==> config.mk <==
export PLATFORM = sky130hd
export DESIGN_NAME = stream_sink
export DESIGN_NICKNAME = d
export VERILOG_FILES = /design/src/rtl/stream_sink.sv
export SDC_FILE = /design/constraint.sdc
export NUM_CORES = 1
export LEC_CHECK = 0
export CELL_PAD_IN_SITES_DETAIL_PLACEMENT = 1
export CELL_PAD_IN_SITES_GLOBAL_PLACEMENT = 2
export CORE_ASPECT_RATIO = 0.6
export CORE_MARGIN = 5
export CORE_UTILIZATION = 33
export CTS_CLUSTER_DIAMETER = 80
export DETAILED_ROUTE_END_ITERATION = 16
export GPL_TIMING_DRIVEN = 0
export PLACE_DENSITY_LB_ADDON = 0.05
export REMOVE_ABC_BUFFERS = 1
export SETUP_SLACK_MARGIN = 0.05
export SYNTH_ARGS = -nofsm -noshare
export SYNTH_HDL_FRONTEND = slang
export SYNTH_SLANG_ARGS = --single-unit
==> constraint.sdc <==
create_clock -name _clock -period 2.7 [get_ports _clock]
set_input_delay 0.54 -clock _clock [delete_from_list [all_inputs] [get_ports _clock]]
set_output_delay 0.54 -clock _clock [all_outputs]
set_load 0.005 [all_outputs]
==> src/rtl/stream_sink.sv <==
// stream_sink: terminal valid/ready sink with a DEPTH-entry FIFO, rate-limited drain and
// status (last word, count, checksum, level). Define STREAM_SINK_OVERFLOW_EN for sticky _overflow.
module stream_sink #(
    parameter int WIDTH   = 8,
    parameter int DEPTH   = 4,
    parameter int STALL   = 0,
    parameter int COUNT_W = 16
) (
    input  logic                    _clock,
    input  logic                    _reset,
    input  logic [WIDTH-1:0]        _in,
    input  logic                    _in_valid,
    output logic                    _in_ready,
    input  logic                    _drain_en,
    output logic [WIDTH-1:0]        _data,
    output logic [COUNT_W-1:0]      _count,
    output logic [WIDTH-1:0]        _checksum,
    output logic [$clog2(DEPTH):0]  _level
`ifdef STREAM_SINK_OVERFLOW_EN
    ,
    output logic                    _overflow
`endif
);

    localparam int PTR_W = $clog2(DEPTH);
    localparam int LVL_W = PTR_W + 1;
    localparam int TMR_W = (STALL > 0) ? $clog2(STALL + 1) : 1;
    localparam logic [LVL_W-1:0] FULL_LVL   = LVL_W'(DEPTH);
    localparam logic [TMR_W-1:0] TMR_RELOAD = TMR_W'(STALL);

    logic [WIDTH-1:0]   mem_q [DEPTH];
    logic [PTR_W-1:0]   wr_ptr_q, wr_ptr_d;
    logic [PTR_W-1:0]   rd_ptr_q, rd_ptr_d;
    logic [LVL_W-1:0]   level_q, level_d;
    logic [TMR_W-1:0]   wait_q, wait_d;
    logic [WIDTH-1:0]   data_q, data_d;
    logic [COUNT_W-1:0] count_q, count_d;
    logic [WIDTH-1:0]   sum_q, sum_d;
    logic               push;
    logic               pop;

    // The drain timer counts down the idle cycles still owed before the next pop.
    always_comb begin
        _in_ready = _reset && (level_q != FULL_LVL);
        push      = _in_valid && _in_ready;
        pop       = _drain_en && (level_q != '0) && (wait_q == '0);
        wr_ptr_d  = wr_ptr_q;
        rd_ptr_d  = rd_ptr_q;
        level_d   = level_q;
        wait_d    = wait_q;
        data_d    = data_q;
        count_d   = count_q;
        sum_d     = sum_q;
        if (push) begin
            wr_ptr_d = wr_ptr_q + PTR_W'(1);
        end
        if (pop) begin
            data_d   = mem_q[rd_ptr_q];
            count_d  = count_q + COUNT_W'(1);
            sum_d    = sum_q + mem_q[rd_ptr_q];
            rd_ptr_d = rd_ptr_q + PTR_W'(1);
            wait_d   = TMR_RELOAD;
        end else if (_drain_en && (wait_q != '0)) begin
            wait_d = wait_q - TMR_W'(1);
        end
        case ({push, pop})
            2'b10:   level_d = level_q + LVL_W'(1);
            2'b01:   level_d = level_q - LVL_W'(1);
            default: level_d = level_q;
        endcase
    end

    always_ff @(posedge _clock) begin
        if (push) begin
            mem_q[wr_ptr_q] <= _in;
        end
    end

    always_ff @(posedge _clock or negedge _reset) begin
        if (!_reset) begin
            wr_ptr_q <= '0;
            rd_ptr_q <= '0;
            level_q  <= '0;
            wait_q   <= '0;
            data_q   <= '0;
            count_q  <= '0;
            sum_q    <= '0;
        end else begin
            wr_ptr_q <= wr_ptr_d;
            rd_ptr_q <= rd_ptr_d;
            level_q  <= level_d;
            wait_q   <= wait_d;
            data_q   <= data_d;
            count_q  <= count_d;
            sum_q    <= sum_d;
        end
    end

    assign _data     = data_q;
    assign _count    = count_q;
    assign _checksum = sum_q;
    assign _level    = level_q;

`ifdef STREAM_SINK_OVERFLOW_EN
    logic ovf_q, ovf_d;

    always_comb begin
        ovf_d = ovf_q | (_in_valid && _reset && !_in_ready);
    end

    always_ff @(posedge _clock or negedge _reset) begin
        if (!_reset) begin
            ovf_q <= 1'b0;
        end else begin
            ovf_q <= ovf_d;
        end
    end

    assign _overflow = ovf_q;
`endif

endmodule

==> results.yml, run 1 <==
setup_path:
  r2r_cells: 8
  worstSetupPathType: "reg -> reg"
  reg2reg_from: "rd_ptr_q[0]"
  worstSetupStartpointType: "flop"
  crit_arrival_ns: 2.76
  required_ns: 2.91
  end_kind: "flop"
  path_max_fanout: 7
  r2r_setup_slack_ns: 0.15
  r2r-end: "_checksum[6]"
timing:
  fin_setup_tns_ns: 0
  hold_violations: 0
  fin_crit_ns: 2.55
  rsz0062_at_grt: "false"
  fin_worst_skew_ns: 0.00553
  relSlewSlack_pct: 67.7
  final-setup-viol-count: 0
  fin_crit_sh_pct: 94.3
  max_freq_mhz: 393
  max_slew.worst_pin.slew_ns: 0.481
  slew_violations: 0
outcome:
  status: "completed"
logic_synthesis:
  syn_inst: 235
  yosysUniqueCellTypes: 35
  synth_ff_type: "dfrtp_1"
  synth_edf_count: 32
  synth.avg_cell_area_um2: 13.5
  async_flop_share_pct: 55.6
  yosys_warnings: 0
  ys_seq_area_share_pct: 61.7
  syn_area_um2: 3180
  synth-seq-cells: 72
die:
  die_h_um: 86.0
  ios: 48
  die_area_um2: 11800
  die_w_um: 137
  rows: 27
  start_util_pct: 34.2
  coreArea_um2: 9290
clock_network:
  cts_buffers: 9
  clockBufferDepth: 2
  cts_max_level: 3
  cts_tree: "done"
  clkLatencyLatePin_ns: 0.33
  clk_pin_slew_worst_paths_ns: 0.06
  cts.sinks: 72
  clockRootBuffer: "clkbuf_16"
  cts_hold_buf: 0
power:
  vdd_drop_max_uv: 327
  p_total_uw: 4800
  p_leak_uw: 0.00172
  power.density_nw_per_um2: 1150
route:
  drc: 0
  drtAntennaViolNets: 0
  vias: 2011
  wl_met3_um: 281
  viasPerCell: 4.68
  wl_met2_mm: 3.09
  highest_layer: "met4"
  first_pass_iters: 4
  drt_iter0_drc: 157
  post_drt_wl_per_cell_um: 17.6
  wl_met1_mm: 4.09
  finalWirelength_mm: 7.57
global_route:
  grt_max_degree: 29
  grt.total_usage_pct: 13.6
  grt_pass1_vias: 2123
  grt_pass1_wl_mm: 11.8
  antenna_found_initial: 0
  grt_overflow_total: 0
finish:
  most-common-layout-cells: "clkdlybuf4s50_1, nand2_1, dfrtp_1"
  final_area_um2: 4190
  area_growth_pct: 31.9
  final_nets: 322
  n_antenna_cell: 0
  drive_gt1_share_pct: 15.0
  final_common_cell: "clkdlybuf4s50_1"
  fin_util_pct: 45.1
placement:
  gp_congestion: 0.702
  dpl_cell_area_um2: 3790
  portBuffers: 47
  dp_hpwl_mm: 5.24
job:
  maxCapViolCount: 0
worst_hold_path:
  min_path_type: "in -> async"
## stage by stage
| stage | hold slack [ns] | cells | setup slack (ns) |
|---|---|---|---|
| 6_report | 0.110 | 430 | 0.154 |
| 4_1_cts | 0.168 | 426 | 0.0803 |
| 2_1_floorplan | 0.244 | 229 | 0.0992 |
| 5_1_grt | 0.126 | 430 | 0.0482 |
| 3_5_place_dp | 0.464 | 407 | -0.770 |
| 3_3_place_gp | 0.456 | 406 | -1.63 |
## logic make-up after synthesis
family	Yosys count	share of synthesized area, %
AO/OA/AOI/OAI	18	3.35
XOR/XNOR	26	7.17
adder cells (fa/ha/maj)	15	6.38
buffers and inverters	15	2.17
flip-flops	72	61.7
multiplexers	9	6.02
AND/OR/NAND/NOR	80	13.2
## routing by layer
layer  track usage [%]  up-vias
li1                  -      954
met1              20.3     1008
met2              18.1       40
met3              4.28        9
met4              5.49        0
met5                 0        -
## worst max-delay path by stage
stage	startpoint	end	slack, ns	depth (start not counted)
CTS	rd_ptr_q[0]	_checksum[6]	0.08	8
finish	rd_ptr_q[0]	_checksum[6]	0.15	8
global route	rd_ptr_q[0]	_checksum[6]	0.05	8
detailed placement	_drain_en	_level[2]	-0.77	9
floorplan	rd_ptr_q[0]	_checksum[6]	0.1	8
global placement	_reset	_level[2]	-1.63	11
## power by group
| part | total, uW | leakage, uW | internal, uW | switching (uW) |
|---|---|---|---|---|
| sequential | 1700 | 0.000790 | 1440 | 259 |
| clock | 1240 | 0.000155 | 790 | 454 |
| combinational | 1860 | 0.000775 | 985 | 875 |
## layout make-up
class | count | area [um2]
clock buffers | 12 | 267
clock inverters | 4 | 51.3
fillers | 981 | 5100
inverters | 9 | 41.3
multi-input cells | 149 | 1170
flip-flops and latches | 72 | 1970
well taps | 130 | 163
repair buffers | 54 | 533
## state kept, by name (all words and copies together) (netlist names)
register,count
_data,8
_level,3
_checksum,8
wr_ptr_q,2
_count,16
rd_ptr_q,2
mem_q,32
wait_q,1
## worst max-delay path, cell delays in order, from the launching register on
cell and delay [ns]:
dfrtp_4 0.47, mux4_2 0.56, ha_1 0.24, fa_1 0.41, a21o_1 0.18, a21o_1 0.21, a21oi_2 0.16, or4b_1 0.12
nand3_1 0.06
## Yosys cell counts, types with 2 or more instances
cell	instances	area, um2
clkbuf_1	3	11.3
buf_2	2	10.0
a21o_1	3	22.5
nand4_1	2	12.5
mux4_2	8	180
ha_1	13	163
xnor2_1	18	158
fa_1	2	40.0
a21oi_1	4	20.0
o21ai_0	7	35.0
nor3_1	3	15.0
inv_1	8	30.0
xor2_1	8	70.1
nor2_1	3	11.3
and3_1	8	50.1
edfxtp_1	32	961
a211oi_1	2	15.0
nand2_1	43	161
nand3_1	10	50.1
dfrtp_1	40	1000
nor3_2	2	20.0
## what timing repair did
action                                  CTS  global route
gates resized for setup                   6             5
cloned                                    0             1
pin swaps                                 0             0
hold endpoints to repair                  0             0
endpoints found under the setup margin    6             5
buffers inserted                          3             3
(Power assumes the default switching activity.)
==> run 2: changes to the inputs <==
--- a/config.mk
+++ b/config.mk
@@ -13,6 +13,7 @@
 export CTS_CLUSTER_DIAMETER = 80
 export DETAILED_ROUTE_END_ITERATION = 16
 export GPL_TIMING_DRIVEN = 0
+export MAX_ROUTING_LAYER = met4
 export PLACE_DENSITY_LB_ADDON = 0.05
 export REMOVE_ABC_BUFFERS = 1
 export SETUP_SLACK_MARGIN = 0.05
==> results.yml, run 2 (synthesis results as in run 1) <==
global_route:
  grt_pass1_wl_mm: 11.9
  grt_overflow_total: 0
  grt_max_degree: 29
  antenna_found_initial: 0
  grt_pass1_vias: 2112
  grt.total_usage_pct: 14.0
power:
  p_switching_uw: 1590
  p_seq_share_pct: 35.4
  vdd_drop_max_uv: 326
  p_leak_uw: 0.00172
  clkPwrFrac_pct: 25.9
  internal_power_uw: 3220
  p_comb_share_pct: 38.7
  power.density_nw_per_um2: 1150
  switching_share_pct: 33.0
finish:
  final_nets: 322
  drive_gt1_share_pct: 15.0
  largest_reg_flops: 32
  multi_input_area_um2: 1170
  fillers: 981
  fin_util_pct: 45.1
  largest_register: "mem_q"
  most-common-layout-cells: "clkdlybuf4s50_1, nand2_1, dfrtp_1"
  n_antenna_cell: 0
  final_common_cell: "clkdlybuf4s50_1"
  final_cells: 430
  area_growth_pct: 31.9
  seqCellArea_um2: 1970
route:
  post_drt_wl_per_cell_um: 17.6
  drc: 0
  vias: 1998
  drtAntennaViolNets: 0
  drt_iter0_drc: 120
  finalWirelength_mm: 7.57
  viasPerCell: 4.65
  first_pass_iters: 4
clock_network:
  cts_max_level: 3
  clkLatencyLatePin_ns: 0.33
  clk_pin_slew_worst_paths_ns: 0.06
  cts.sinks: 72
  cts_buffers: 9
  cts_tree: "done"
  clockBufferDepth: 2
  clockRootBuffer: "clkbuf_16"
  cts_hold_buf: 0
setup_path:
  crit_top_cell: "a21o_1"
  crit_buf_inv: 0
  required_ns: 2.91
  crit_arrival_ns: 2.76
  worstSetupStartpointType: "flop"
  end_kind: "flop"
  cp_top_family: "adder cells"
  slowest_stage: "mux4_2"
  path_max_fanout: 7
  path_cells: "mux4_2 -> ha_1 -> fa_1 -> a21o_1 -> a21o_1 -> a21oi_2 -> or4b_1 -> nand3_1"
  slowest_delay_ns: 0.56
  worstSetupPathType: "reg -> reg"
die:
  rows: 27
  start_util_pct: 34.2
  die_h_um: 86.0
  die_area_um2: 11800
  die_w_um: 137
  coreArea_um2: 9290
  ios: 48
timing:
  relSlewSlack_pct: 69.0
  fin_crit_ns: 2.55
  hold_violations: 0
  max_freq_mhz: 393
  rsz0062_at_grt: "false"
  max_slew.worst_pin.slew_ns: 0.463
  final-setup-viol-count: 0
  slew_violations: 0
  fin_crit_sh_pct: 94.3
  fin_worst_skew_ns: 0.00408
placement:
  gp_congestion: 0.709
  placedCellCount: 407
  dp_hpwl_mm: 5.24
  portBuffers: 47
job:
  maxCapViolCount: 0
outcome:
  status: "completed"
worst_hold_path:
  min_path_type: "in -> async"
-- run 2: through the flow --
step	worst slack, ns	instance area (um2)	hold WS [ns]	total power [uW]	setup TNS [ns]
after detailed placement	-0.770	3790	0.464	3490	-3.30
after CTS	0.0803	4150	0.168	4820	0
after global routing	0.0482	4190	0.129	5150	0
after global placement	-1.63	3780	0.456	3450	-54.56
final	0.154	4190	0.111	4800	0
after floorplan	0.0992	3150	0.244	2720	0
-- run 2: final timing paths --
check                             from            to  slack (ns)  cells past startpoint
max                        rd_ptr_q[0]  _checksum[6]        0.15                      8
min                             _reset     _level[2]        0.11                      1
max reg2reg                rd_ptr_q[0]  _checksum[6]        0.15                      8
min reg2reg                 _count[15]    _count[15]        0.47                      1
max in group asynchronous       _reset   rd_ptr_q[0]        2.13                      2
min in group _clock         _count[15]    _count[15]        0.47                      1
-- run 2: what timing repair did --
action	in CTS	in global routing
gates cloned	0	1
setup endpoints to repair	6	5
buffers inserted	3	3
resized for setup	6	5
-- run 2: layer usage --
layer	share of wire (%)	track usage (%)	vias up
met1	53	20.5	999
met2	41	18.0	36
met5	0	-	-
met3	3.7	3.93	8
met4	1.5	5.76	0
li1	-	-	955
-- run 2: area by class of cell --
type / count / share of cell area (%)
Clock inverter: 4 / 1.22
Inverter: 9 / 0.985
Multi-Input combinational cell: 149 / 27.9
Tap cell: 130 / 3.88
Timing Repair Buffer: 54 / 12.7
Clock buffer: 12 / 6.36
Sequential cell: 72 / 46.9
-- run 2: power by group through the flow --
stage / Sequential, uW / Clock, uW / Combinational [uW]
floorplan: 1680 / 0 / 1030
global placement: 1730 / 0 / 1720
detailed placement: 1740 / 0 / 1750
CTS: 1710 / 1290 / 1830
global route: 1740 / 1330 / 2080
finish: 1700 / 1240 / 1860
